`config.mk`:
```
export PLATFORM = sky130hd
export DESIGN_NAME = lvds_rx_align_ctrl
export DESIGN_NICKNAME = d
export VERILOG_FILES = /design/src/rtl/lvds_rx_pkg.sv /design/src/rtl/lvds_rx_lock_check.sv /design/src/rtl/lvds_rx_align_ctrl.sv
export SDC_FILE = /design/constraint.sdc
export NUM_CORES = 1
export LEC_CHECK = 0
export ABC_AREA = 0
export CAP_MARGIN = 20
export CORE_MARGIN = 2
export CORE_UTILIZATION = 40
export CTS_BUF_LIST = sky130_fd_sc_hd__clkbuf_8
export DETAILED_ROUTE_END_ITERATION = 7
export PLACE_DENSITY = 0.67
export SLEW_MARGIN = 10
export SYNTH_ARGS = -nofsm -noshare
export SYNTH_HDL_FRONTEND = slang
export SYNTH_SLANG_ARGS = --single-unit
```
`constraint.sdc`:
```
create_clock -name I_clk -period 5.8 [get_ports I_clk]
set_input_delay 1.45 -clock I_clk [delete_from_list [all_inputs] [get_ports I_clk]]
set_output_delay 1.45 -clock I_clk [all_outputs]
set_load 0.01 [all_outputs]
```
`src/rtl/lvds_rx_pkg.sv`:
```
// rtl/lvds_rx_pkg.sv - shared FSM encoding and constants for the LVDS receive aligner controller
package lvds_rx_pkg;

  typedef enum logic [2:0] {
    ST_IDLE      = 3'd0,
    ST_LOAD      = 3'd1,
    ST_SETTLE    = 3'd2,
    ST_WAIT_LOCK = 3'd3,
    ST_CHECK     = 3'd4,
    ST_NEXT_TAP  = 3'd5,
    ST_NEXT_CH   = 3'd6,
    ST_MONITOR   = 3'd7
  } align_state_e;

  localparam int               WORD_W          = 7;
  localparam logic [WORD_W-1:0] CLK_PATTERN_DEF = 7'b1100011;
  localparam int               MISMATCH_LIMIT  = 4;

endpackage

```
`src/rtl/lvds_rx_lock_check.sv`:
```
// rtl/lvds_rx_lock_check.sv - per-channel clock-word match counter plus mismatch watchdog
// The watchdog exists only when LVDS_ALIGN_CTRL_MONITOR_EN is defined.
module lvds_rx_lock_check
  import lvds_rx_pkg::*;
#(
  parameter int                STABLE_CNT  = 64,
  parameter logic [WORD_W-1:0] CLK_PATTERN = CLK_PATTERN_DEF
) (
  input  logic              clk_i,
  input  logic              rst_n_i,
  input  logic              clr_i,
  input  logic              en_i,
  input  logic              mon_en_i,
  input  logic              valid_i,
  input  logic [WORD_W-1:0] data_i,
  output logic              match_o,
  output logic              stable_o,
  output logic              trip_o
);

  localparam int MCNT_W = $clog2(STABLE_CNT + 1);

  logic [MCNT_W-1:0] mcnt_q, mcnt_d;
  logic              word_ok;

  assign word_ok  = valid_i && (data_i == CLK_PATTERN);
  assign match_o  = word_ok;
  assign stable_o = en_i && word_ok && (mcnt_q == MCNT_W'(STABLE_CNT - 1));

  // Any bad or missing word while counting restarts the run from zero.
  always_comb begin
    mcnt_d = mcnt_q;
    if (clr_i) begin
      mcnt_d = '0;
    end else if (en_i) begin
      mcnt_d = (word_ok && !stable_o) ? mcnt_q + 1'b1 : '0;
    end
  end

  always_ff @(posedge clk_i) begin
    if (!rst_n_i) begin
      mcnt_q <= '0;
    end else begin
      mcnt_q <= mcnt_d;
    end
  end

`ifdef LVDS_ALIGN_CTRL_MONITOR_EN
  localparam int MIS_W = $clog2(MISMATCH_LIMIT + 1);

  logic [MIS_W-1:0] mis_q, mis_d;
  logic             word_bad;

  assign word_bad = valid_i && (data_i != CLK_PATTERN);
  assign trip_o   = mon_en_i && word_bad && (mis_q == MIS_W'(MISMATCH_LIMIT - 1));

  // Invalid cycles neither extend nor break a run of bad words.
  always_comb begin
    mis_d = mis_q;
    if (!mon_en_i || trip_o) begin
      mis_d = '0;
    end else if (word_bad) begin
      mis_d = mis_q + 1'b1;
    end else if (word_ok) begin
      mis_d = '0;
    end
  end

  always_ff @(posedge clk_i) begin
    if (!rst_n_i) begin
      mis_q <= '0;
    end else begin
      mis_q <= mis_d;
    end
  end
`else
  logic unused_mon;
  assign unused_mon = mon_en_i;
  assign trip_o     = 1'b0;
`endif

endmodule

```
`src/rtl/lvds_rx_align_ctrl.sv`:
```
// rtl/lvds_rx_align_ctrl.sv - two-channel delay-tap scan and lock controller for LVDS word aligners
// Optional lock-loss restart in MONITOR is enabled by LVDS_ALIGN_CTRL_MONITOR_EN.
module lvds_rx_align_ctrl
  import lvds_rx_pkg::*;
#(
  parameter int                TAP_W       = 5,
  parameter int                SETTLE_CYC  = 16,
  parameter int                LOCK_TMO    = 1024,
  parameter int                STABLE_CNT  = 64,
  parameter logic [WORD_W-1:0] CLK_PATTERN = CLK_PATTERN_DEF
) (
  input  logic              I_clk,
  input  logic              I_rst_n,
  input  logic [1:0]        I_align_valid,
  input  logic [WORD_W-1:0] I_align_data0,
  input  logic [WORD_W-1:0] I_align_data1,
  output logic [1:0]        O_idelay_done,
  output logic [1:0]        O_align_rst,
  output logic              O_tap_load,
  output logic              O_tap_ch,
  output logic [TAP_W-1:0]  O_tap_val,
  output logic [1:0]        O_link_up,
  output logic [1:0]        O_fail
);

  localparam int               CNT_MAX  = (LOCK_TMO > SETTLE_CYC) ? LOCK_TMO : SETTLE_CYC;
  localparam int               CNT_W    = $clog2(CNT_MAX + 1);
  localparam logic [TAP_W-1:0] TAP_LAST = {TAP_W{1'b1}};

  align_state_e     state_q, state_d;
  logic             ch_q, ch_d;
  logic [TAP_W-1:0] tap_q, tap_d;
  logic [CNT_W-1:0] cnt_q, cnt_d;
  logic [1:0]       todo_q, todo_d;

  logic [1:0]       idelay_done_q, idelay_done_d;
  logic [1:0]       align_rst_q, align_rst_d;
  logic             tap_load_q, tap_load_d;
  logic             tap_ch_q, tap_ch_d;
  logic [TAP_W-1:0] tap_val_q, tap_val_d;
  logic [1:0]       link_up_q, link_up_d;
  logic [1:0]       fail_q, fail_d;

  logic [1:0] match_vec, stable_vec, trip_vec;
  logic [1:0] chk_en, chk_clr, mon_en;
  logic [1:0] ch_sel, todo_rem;
  logic       tap_last;

  assign ch_sel   = ch_q ? 2'b10 : 2'b01;
  assign tap_last = (tap_q == TAP_LAST);
  assign todo_rem = todo_q & ~ch_sel;
  assign chk_en   = (state_q == ST_CHECK) ? ch_sel : 2'b00;
  assign chk_clr  = (state_q == ST_LOAD) ? ch_sel : 2'b00;
  assign mon_en   = (state_q == ST_MONITOR) ? link_up_q : 2'b00;

  lvds_rx_lock_check #(
    .STABLE_CNT (STABLE_CNT),
    .CLK_PATTERN(CLK_PATTERN)
  ) u_chk0 (
    .clk_i   (I_clk),
    .rst_n_i (I_rst_n),
    .clr_i   (chk_clr[0]),
    .en_i    (chk_en[0]),
    .mon_en_i(mon_en[0]),
    .valid_i (I_align_valid[0]),
    .data_i  (I_align_data0),
    .match_o (match_vec[0]),
    .stable_o(stable_vec[0]),
    .trip_o  (trip_vec[0])
  );

  lvds_rx_lock_check #(
    .STABLE_CNT (STABLE_CNT),
    .CLK_PATTERN(CLK_PATTERN)
  ) u_chk1 (
    .clk_i   (I_clk),
    .rst_n_i (I_rst_n),
    .clr_i   (chk_clr[1]),
    .en_i    (chk_en[1]),
    .mon_en_i(mon_en[1]),
    .valid_i (I_align_valid[1]),
    .data_i  (I_align_data1),
    .match_o (match_vec[1]),
    .stable_o(stable_vec[1]),
    .trip_o  (trip_vec[1])
  );

  always_ff @(posedge I_clk) begin
    if (!I_rst_n) begin
      state_q       <= ST_IDLE;
      ch_q          <= 1'b0;
      tap_q         <= '0;
      cnt_q         <= '0;
      todo_q        <= 2'b00;
      idelay_done_q <= 2'b00;
      align_rst_q   <= 2'b00;
      tap_load_q    <= 1'b0;
      tap_ch_q      <= 1'b0;
      tap_val_q     <= '0;
      link_up_q     <= 2'b00;
      fail_q        <= 2'b00;
    end else begin
      state_q       <= state_d;
      ch_q          <= ch_d;
      tap_q         <= tap_d;
      cnt_q         <= cnt_d;
      todo_q        <= todo_d;
      idelay_done_q <= idelay_done_d;
      align_rst_q   <= align_rst_d;
      tap_load_q    <= tap_load_d;
      tap_ch_q      <= tap_ch_d;
      tap_val_q     <= tap_val_d;
      link_up_q     <= link_up_d;
      fail_q        <= fail_d;
    end
  end

  // todo_q holds the channels still owed a scan, so a restart from MONITOR only touches tripped ones.
  always_comb begin
    state_d = state_q;
    ch_d    = ch_q;
    tap_d   = tap_q;
    cnt_d   = cnt_q;
    todo_d  = todo_q;
    case (state_q)
      ST_IDLE: begin
        ch_d    = 1'b0;
        tap_d   = '0;
        cnt_d   = '0;
        todo_d  = 2'b11;
        state_d = ST_LOAD;
      end
      ST_LOAD: begin
        cnt_d   = '0;
        state_d = ST_SETTLE;
      end
      ST_SETTLE: begin
        if (cnt_q == CNT_W'(SETTLE_CYC - 1)) begin
          cnt_d   = '0;
          state_d = ST_WAIT_LOCK;
        end else begin
          cnt_d = cnt_q + 1'b1;
        end
      end
      ST_WAIT_LOCK: begin
        if (I_align_valid[ch_q]) begin
          cnt_d   = '0;
          state_d = ST_CHECK;
        end else if (cnt_q == CNT_W'(LOCK_TMO - 1)) begin
          cnt_d   = '0;
          state_d = ST_NEXT_TAP;
        end else begin
          cnt_d = cnt_q + 1'b1;
        end
      end
      ST_CHECK: begin
        if (stable_vec[ch_q]) begin
          state_d = ST_NEXT_CH;
        end else if (!match_vec[ch_q]) begin
          state_d = ST_NEXT_TAP;
        end
      end
      ST_NEXT_TAP: begin
        if (tap_last) begin
          state_d = ST_NEXT_CH;
        end else begin
          tap_d   = tap_q + 1'b1;
          state_d = ST_LOAD;
        end
      end
      ST_NEXT_CH: begin
        todo_d = todo_rem;
        tap_d  = '0;
        if (todo_rem[0]) begin
          ch_d    = 1'b0;
          state_d = ST_LOAD;
        end else if (todo_rem[1]) begin
          ch_d    = 1'b1;
          state_d = ST_LOAD;
        end else begin
          state_d = ST_MONITOR;
        end
      end
      ST_MONITOR: begin
        if (trip_vec != 2'b00) begin
          todo_d  = trip_vec;
          ch_d    = !trip_vec[0];
          tap_d   = '0;
          state_d = ST_LOAD;
        end
      end
      default: state_d = ST_IDLE;
    endcase
  end

  // Outputs are computed from the next state so every port is a flop aligned with state_q.
  always_comb begin
    tap_load_d    = (state_d == ST_LOAD);
    tap_ch_d      = tap_load_d ? ch_d : 1'b0;
    tap_val_d     = tap_load_d ? tap_d : '0;
    align_rst_d   = tap_load_d ? (ch_d ? 2'b10 : 2'b01) : 2'b00;
    idelay_done_d = idelay_done_q;
    link_up_d     = link_up_q & ~trip_vec;
    fail_d        = fail_q;
    if (tap_load_d) begin
      idelay_done_d = idelay_done_q & ~align_rst_d;
    end
    if (state_q == ST_SETTLE && state_d == ST_WAIT_LOCK) begin
      idelay_done_d = idelay_done_q | ch_sel;
    end
    if (state_q == ST_CHECK && stable_vec[ch_q]) begin
      link_up_d = link_up_q | ch_sel;
    end
    if (state_q == ST_NEXT_TAP && tap_last) begin
      fail_d        = fail_q | ch_sel;
      idelay_done_d = idelay_done_q & ~ch_sel;
    end
  end

  assign O_idelay_done = idelay_done_q;
  assign O_align_rst   = align_rst_q;
  assign O_tap_load    = tap_load_q;
  assign O_tap_ch      = tap_ch_q;
  assign O_tap_val     = tap_val_q;
  assign O_link_up     = link_up_q;
  assign O_fail        = fail_q;

endmodule

```
==> results_dict.tcl, run 1 <==
set metrics [dict create \
    drt_iter0_drc 132 \
    drive_gt1_share_pct 5.88 \
    die_height_um 83.6 \
    r2r_setup_slack_ns 2.93 \
    drc 0 \
    drv_slew 0 \
    tns_ns 0 \
    synth-edff-count 0 \
    routedWlPerCell_um 13.9 \
    critPathKind "in -> reg" \
    rows 29 \
    hp-class "reg -> reg" \
    cts_num_sinks 51 \
    finalCritPeriodShare_pct 60.6 \
    place_ws_ns 1.94 \
    numCtsBuffers 5 \
    post_cts_resized 0 \
    buffer_ports.inserted 32 \
    syn_to_final_growth_pct 16.7 \
    ys.flop_type "dfxtp_1" \
    max_cap_violations 0 \
    period_needed_ns 3.52 \
    grt_first_pass_wirelength_mm 9.39 \
    crit_fanout 23 \
    cts_root_buf "clkbuf_8" \
    dr_total_vias 2212 \
    grt_max_degree 29 \
    dp_hpwl_mm 3.79 \
    yosysMostFrequentCell "dfxtp_1" \
    firstDrtPassIters 4 \
    reg2reg_depth 5 \
    cts_buffer_depth 2 \
    final_util_pct 47.4 \
    synth_area_leaders "dfxtp_1 (40%), nand2_1 (5.3%), nor2_1 (4.9%)" \
    post_cts_buffers 0 \
    htreeDepth 2 \
    post-synth-top-area-cell "dfxtp_1" \
    critPathLaunch "I_rst_n" \
    outcome "finished, final reports clean" \
    slew_headroom_pct 38.7 \
    dieArea_mm2 0.00699 \
    setup_slack_ns 2.28 \
    yosys_warnings 0 \
    cp.arrival_ns 3.75 \
    die_x_um 83.6 \
    setup_viol 0 \
    synth_top_area_share_pct 40.3 \
    overflow 0 \
    yosysSeqAreaShare_pct 40.3 \
    synthArstFlopShare_pct 0 \
    synth-seq-cells 51 \
    fmax_ghz 0.284 \
    endpoint "O_tap_ch" \
    nNetsFinal 344 \
    synth.cell_area_mm2 0.00253 \
    syn_inst 299 \
    cts_tree "done" \
    avgSynthCellArea_um2 8.48 \
    cts_hold_buf 0 \
    detail-route-antenna-nets 0 \
    vdd_drop_max_v 0.000177 \
    worstSkewPairLatency_ns 0.32 \
    worstMarginPinSlew_ns 0.918 \
    p_leak_nw 0.956 \
    totalWireLength_mm 5.55 \
    cp.required_ns 6.03 \
    core_area_mm2 0.00624 \
    start_util_pct 40.6 \
    io_pins 33 \
    grt_pass1_vias 1983 \
    globalplace.congestion 0.834 \
    r2r_start "state_q[2]" \
    skew_ns 0.0112 \
    cp-end-kind "register" \
    synthDistinctLibCells 57 \
    grt_use_total_pct 16.2 \
    synth_common_cells "dfxtp_1 (51), nand2_1 (36), nor2_1 (33)" \
    vias_per_cell 5.53 \
    rsz0062_at_grt "no" \
    grt_antenna_before_repair 0 \
    r2r-end "O_idelay_done[1]" \
    hold_viol_final 0 \
    critPathLaunchType "input pin" \
    synth_fp_nets 321 \
    antenna_cells 0 \
    clk_pin_slew_ns 0.10 \
    power-per-cell-area_mw_per_mm2 247 \
]
[cells by family (layout without fill, tap and decap cells)]
kind of cell,count (synthesis),after routing,synth area share (%)
AO/OA/AOI/OAI,60,60,16.6
adder cells (fa/ha/maj),4,4,1.97
flip-flops,51,51,40.3
AND/OR/NAND/NOR,143,143,30.7
XOR/XNOR,11,11,3.80
multiplexers,4,4,1.63
buffers and inverters,26,50,4.98
[where the power goes]
part / internal (W) / leakage, nW / switching (W) / total [W]
clock network: 0.0000864 / 0.0408 / 0.000125 / 0.000212
logic: 0.0000506 / 0.503 / 0.0000772 / 0.000128
registers: 0.000363 / 0.412 / 0.0000278 / 0.000390
total: 0.000500 / 0.956 / 0.000230 / 0.000730
[how the worst min path moves through the flow]
stage | startpoint | endpoint | cells past startpoint
floorplan | u_chk0.mcnt_q[1] | u_chk0.mcnt_q[1] | 2
global placement | O_link_up[0] | O_link_up[0] | 2
detailed placement | O_link_up[0] | O_link_up[0] | 2
CTS | O_link_up[0] | O_link_up[0] | 2
global route | O_link_up[0] | O_link_up[0] | 2
finish | O_link_up[0] | O_link_up[0] | 2
[per-stage QoR]
stage	instances	instance area, um^2	power (W)	hold WS (ns)
finish	400	2960	0.000730	0.475
global route	400	2960	0.000765	0.498
CTS	400	2960	0.000733	0.479
detailed placement	392	2870	0.000524	0.464
global placement	391	2860	0.000524	0.454
floorplan	299	2530	0.000490	0.454
[routing by layer]
layer	track usage [%]	up-vias	wire length (um)
li1	-	1125	-
met1	23.2	1023	2820
met2	23.6	56	2300
met3	4.06	8	358
met4	5.87	0	80
met5	0	-	0
[final cells by class]
cell class	count	area [um^2]
clock inverter	3	23.8
fill	598	3280
timing repair buffer	34	332
inverter	8	30.0
sequential	51	1020
tap	77	96.3
multi-input combinational	222	1390
clock buffer	5	68.8
[flip-flops by register name, summed over array words and instances, names as in the netlist, 2 cells and up]
name / cells
O_fail: 2
state_q: 3
cnt_q: 11
u_chk0.mcnt_q: 7
O_link_up: 2
tap_q: 5
O_align_rst: 2
O_idelay_done: 2
todo_q: 2
u_chk1.mcnt_q: 7
O_tap_val: 5
[placed cells by master (no fill, tap or decap), types with 6 or more instances in the layout]
cell / instances
dfxtp_1: 51
nand2_1: 36
nor2_1: 33
clkdlybuf4s50_1: 32
nand3_1: 14
o21ai_0: 14
a21oi_1: 12
nor4b_1: 7
nand4_1: 6
nand3b_1: 6
nor3_1: 6
inv_1: 6
xnor2_1: 6
a31oi_1: 6
[worst max-delay path, stage by stage]
cell             delay [ns]
clkdlybuf4s50_1        0.97
clkinv_1               0.74
nor2_1                 0.33
nor4b_1                0.25
No activity file was read; power rests on OpenSTA's default activity.
==> run 2: changes to the inputs <==
Clock period 5.8 ns to 3.4 ns, I/O delays scaled along.
==> results_dict.tcl, run 2 (synthesis gave the netlist of run 1 again) <==
set metrics [dict create \
    hp-class "reg -> reg" \
    cts_buffer_depth 2 \
    power-per-cell-area_mw_per_mm2 425 \
    rows 29 \
    cts_root_buf "clkbuf_8" \
    drc 0 \
    power_w 0.00128 \
    r2r-end "cnt_q[2]" \
    drt_iter0_drc 96 \
    dp_hpwl_mm 3.91 \
    r2r_start "ch_q" \
    place_ws_ns 0.445 \
    internal_power_w 0.000880 \
    htreeDepth 2 \
    buffer_ports.inserted 32 \
    grt_max_degree 26 \
    final_util_pct 48.4 \
    critPathKind "in -> reg" \
    cp_slowest_stage_delay_ns 0.47 \
    p_sw_w 0.000403 \
    cp.required_ns 3.67 \
    layout_common_cells "dfxtp_1 (51), nand2_1 (36), nor2_1 (33)" \
    totalWireLength_mm 5.64 \
    seq_power_share_pct 49.9 \
    multi_input_area_mm2 0.00139 \
    detail-route-antenna-nets 0 \
    io_pins 33 \
    setup_viol 0 \
    min_from "O_link_up[0]" \
    syn_to_final_growth_pct 19.1 \
    pwr-share-comb_pct 21.1 \
    cts_hold_buf 0 \
    path_cells "clkdlybuf4s50_1 -> nor4bb_1 -> nand2_1 -> a222oi_1 -> and2_1 -> o41a_1" \
    outcome "finished, final reports clean" \
    period_needed_ns 2.63 \
    reg2reg_depth 6 \
    worstMarginPinSlew_ns 0.618 \
    critPathBufInv 1 \
    clk_pin_slew_ns 0.11 \
    post_cts_buffers 0 \
    vdd_drop_max_v 0.000301 \
    rsz0062_at_grt "no" \
    power_frac_clock_pct 29.0 \
    core_area_mm2 0.00624 \
    drive_gt1_share_pct 8.18 \
    switching_share_pct 31.4 \
    numCtsBuffers 5 \
    crit_family "simple AND/OR/NAND/NOR gates" \
    grt_use_total_pct 16.2 \
    firstDrtPassIters 6 \
    drv_slew 0 \
    grt_first_pass_wirelength_mm 9.43 \
    slew_headroom_pct 58.3 \
    grt_antenna_before_repair 0 \
    skew_ns 0.0120 \
    worstSkewPairLatency_ns 0.32 \
    routedWlPerCell_um 13.9 \
    cp-end-kind "register" \
    die_x_um 83.6 \
    dr_total_vias 2239 \
    dieArea_mm2 0.00699 \
    start_util_pct 40.6 \
    grt_pass1_vias 2024 \
    setup_slack_ns 0.772 \
    nNetsFinal 351 \
    finalCritPeriodShare_pct 77.3 \
    reg.largest.list "cnt_q (11), u_chk0.mcnt_q (7), u_chk1.mcnt_q (7)" \
    post_cts_resized 0 \
    register_area_mm2 0.00102 \
    hold_viol_final 0 \
    hold_end "O_link_up[0]" \
    max_cap_violations 0 \
    nFillCells 632 \
    die_height_um 83.6 \
    largest_register "cnt_q" \
    hold_depth 2 \
    crit_fanout 12 \
    vias_per_cell 5.50 \
    cts_tree "done" \
    r2r_setup_slack_ns 1.03 \
    final_common_cell "dfxtp_1" \
    p_leak_nw 1.00 \
    slowest_stage "and2_1" \
    fmax_ghz 0.381 \
    globalplace.congestion 0.823 \
    largest_reg_flops 11 \
    overflow 0 \
    cp.arrival_ns 2.89 \
    cts_num_sinks 51 \
    critPathLaunchType "input pin" \
    tns_ns 0 \
    antenna_cells 0 \
]
## run 2: cell types whose count changed in the layout (fill, tap and decap cells not counted), sizes merged
cell      before  now
clkinv         1    3
clkbuf         5    6
buf            2    8
clkinvlp       2    0
## run 2: layout make-up
| class | count | area share (%) |
|---|---|---|
| clock inverter | 3 | 0.954 |
| tap | 77 | 3.19 |
| sequential | 51 | 33.8 |
| multi-input combinational | 222 | 46.0 |
| clock buffer | 5 | 2.28 |
| timing repair buffer | 41 | 12.8 |
| inverter | 8 | 0.995 |
## run 2: power groups by stage
stage	combinational (W)	sequential [W]	clock, W
floorplan	0.000191	0.000645	0
global placement	0.000267	0.000653	0
detailed placement	0.000267	0.000653	0
CTS	0.000268	0.000640	0.000387
global route	0.000297	0.000644	0.000409
finish	0.000271	0.000640	0.000372
## run 2: worst max-delay path by stage
stage,start,to,slack (ns),cells after the start
6_report,I_align_data1[6],O_idelay_done[0],0.77,6
5_1_grt,I_align_data1[6],O_idelay_done[1],0.58,6
4_1_cts,I_align_data1[6],O_idelay_done[0],0.77,6
3_5_place_dp,I_align_data1[6],O_idelay_done[0],0.44,6
3_3_place_gp,I_align_data1[6],O_idelay_done[0],0.44,6
2_1_floorplan,I_align_data1[2],O_align_rst[1],1.18,6
## run 2: metal layers
layer / vias up / GRT usage (%) / part of all wire, %
li1: 1145 / - / -
met1: 1033 / 22.8 / 50
met2: 53 / 23.9 / 42
met3: 8 / 3.96 / 5.3
met4: 0 / 6.45 / 1.9
met5: - / 0 / 0
## run 2: metrics by stage
stage / hold slack, ns / instance area (um^2) / std cells
6_report: 0.459 / 3020 / 407
3_3_place_gp: 0.441 / 2920 / 398
3_5_place_dp: 0.447 / 2920 / 398
5_1_grt: 0.494 / 3020 / 407
2_1_floorplan: 0.454 / 2530 / 299
4_1_cts: 0.462 / 3010 / 406
## run 2: worst min-delay path: cells and delay by family, from the launching register on
| kind | cells | cell delay [ns] |
|---|---|---|
| compound gates | 1 | 0.05 |
| flops | 1 | 0.32 |
| buf+inv | 1 | 0.05 |
==> run 3: changes to the inputs <==
Clock period 3.4 ns to 2.7 ns, I/O delays scaled along.
==> results_dict.tcl, run 3 (synthesis gave the netlist of run 1 again) <==
set metrics [dict create \
    grt_first_pass_wirelength_mm 9.91 \
    nNetsFinal 357 \
    die_x_um 83.6 \
    place_inst 405 \
    final_cells 413 \
    grt_max_degree 26 \
    overflow 0 \
    drive_gt1_share_pct 9.82 \
    fin_worst_hold_slack_ns 0.483 \
    place_ws_ns 0.0144 \
    grt_use_total_pct 16.9 \
    dieArea_mm2 0.00699 \
    vdd_drop_max_v 0.000343 \
    die_height_um 83.6 \
    finalCritPeriodShare_pct 87.8 \
    hold_viol_final 0 \
    rows 29 \
    crit_fanout 8 \
    drc 0 \
    layout_common_cells "dfxtp_1 (51), nand2_1 (36), nor2_1 (33)" \
    setup_viol 0 \
    slew_headroom_pct 48.3 \
    rsz0062_at_grt "no" \
    routedWlPerCell_um 13.9 \
    multi_input_area_mm2 0.00139 \
    dp_hpwl_mm 4.15 \
    setup_slack_ns 0.329 \
    core_area_mm2 0.00624 \
    dr_total_vias 2267 \
    drv_slew 0 \
    nFillCells 606 \
    critPathLaunchType "input pin" \
    cts_buffer_depth 2 \
    cp.required_ns 2.88 \
    globalplace.congestion 0.839 \
    post_cts_resized 0 \
    worstMarginPinSlew_ns 0.763 \
    syn_to_final_growth_pct 23.0 \
    start_util_pct 40.6 \
    hp-class "reg -> reg" \
    p_leak_nw 1.05 \
    firstDrtPassIters 4 \
    final_common_cell "dfxtp_1" \
    numCtsBuffers 5 \
    clk_pin_slew_ns 0.09 \
    outcome "finished, final reports clean" \
    tns_ns 0 \
    cp-end-kind "register" \
    vias_per_cell 5.49 \
    cts_num_sinks 51 \
    path_cells "clkdlybuf4s50_1 -> nor4bb_1 -> nand4_1 -> or3_4 -> a32oi_2 -> buf_4 -> nor4_1" \
    skew_ns 0.00692 \
    critPathKind "in -> reg" \
    htreeDepth 2 \
    register_area_mm2 0.00102 \
    reg.largest.list "cnt_q (11), u_chk0.mcnt_q (7), u_chk1.mcnt_q (7)" \
    largest_register "cnt_q" \
    antenna_cells 0 \
    buffer_ports.inserted 32 \
    largest_reg_flops 11 \
    max_cap_violations 0 \
    post_cts_buffers 0 \
    power-per-cell-area_mw_per_mm2 580 \
    fmax_ghz 0.422 \
    worstSkewPairLatency_ns 0.30 \
    io_pins 33 \
    cts_root_buf "clkbuf_8" \
    cts_tree "done" \
    cp_slowest_stage_delay_ns 0.44 \
    cp.arrival_ns 2.55 \
    totalWireLength_mm 5.72 \
    slowest_stage "clkdlybuf4s50_1" \
    cts_hold_buf 0 \
    grt_pass1_vias 2150 \
    period_needed_ns 2.37 \
    drt_iter0_drc 85 \
    grt_antenna_before_repair 0 \
    detail-route-antenna-nets 0 \
]
## run 3: final cells by class
| class | instances | area share, % |
|---|---|---|
| clock buffer | 5 | 2.21 |
| clock inverter | 3 | 2.17 |
| inverter | 8 | 0.963 |
| multi-input combinational | 222 | 44.5 |
| sequential | 51 | 32.8 |
| tap | 77 | 3.09 |
| timing repair buffer | 47 | 14.3 |
## run 3: power by group
| group | leakage, nW | internal (W) | total [W] | switching [W] |
|---|---|---|---|---|
| Clock | 0.0644 | 0.000369 | 0.000621 | 0.000252 |
| Combinational | 0.577 | 0.000169 | 0.000368 | 0.000199 |
| Sequential | 0.412 | 0.000779 | 0.000818 | 0.0000390 |
| Total | 1.05 | 0.00132 | 0.00181 | 0.000490 |
## run 3: through the flow
step	util [%]	power, W	instance area [um^2]
2_1_floorplan	-	0.00105	2530
3_3_place_gp	47.8	0.00120	2980
3_5_place_dp	47.8	0.00120	2980
4_1_cts	49.9	0.00182	3120
5_1_grt	49.9	0.00188	3120
6_report	49.9	0.00181	3120
## run 3: worst max-delay path: cells and delay by family
family | cells | cell delay, ns
buf+inv | 2 | 0.66
simple gates | 4 | 0.91
compound gates | 1 | 0.31
## run 3: path summary, 6_finish.rpt
| path | from | depth (start not counted) | slack (ns) | endpoint |
|---|---|---|---|---|
| worst max-delay path | I_align_data0[6] | 7 | 0.33 | O_align_rst[0] |
| worst min-delay path | O_link_up[0] | 2 | 0.48 | O_link_up[0] |
| worst min register to register | O_link_up[0] | 2 | 0.48 | O_link_up[0] |
| worst max register to register | cnt_q[0] | 7 | 0.41 | O_align_rst[0] |
## run 3: routing by layer
layer / routed length (um) / vias to the layer above / part of all wire (%) / track usage [%]
met2: 2500 / 53 / 44 / 26.9
li1: - / 1152 / - / -
met3: 360 / 9 / 6.3 / 3.46
met4: 88 / 0 / 1.5 / 5.13
met1: 2770 / 1053 / 48 / 23.2
met5: 0 / - / 0 / 0
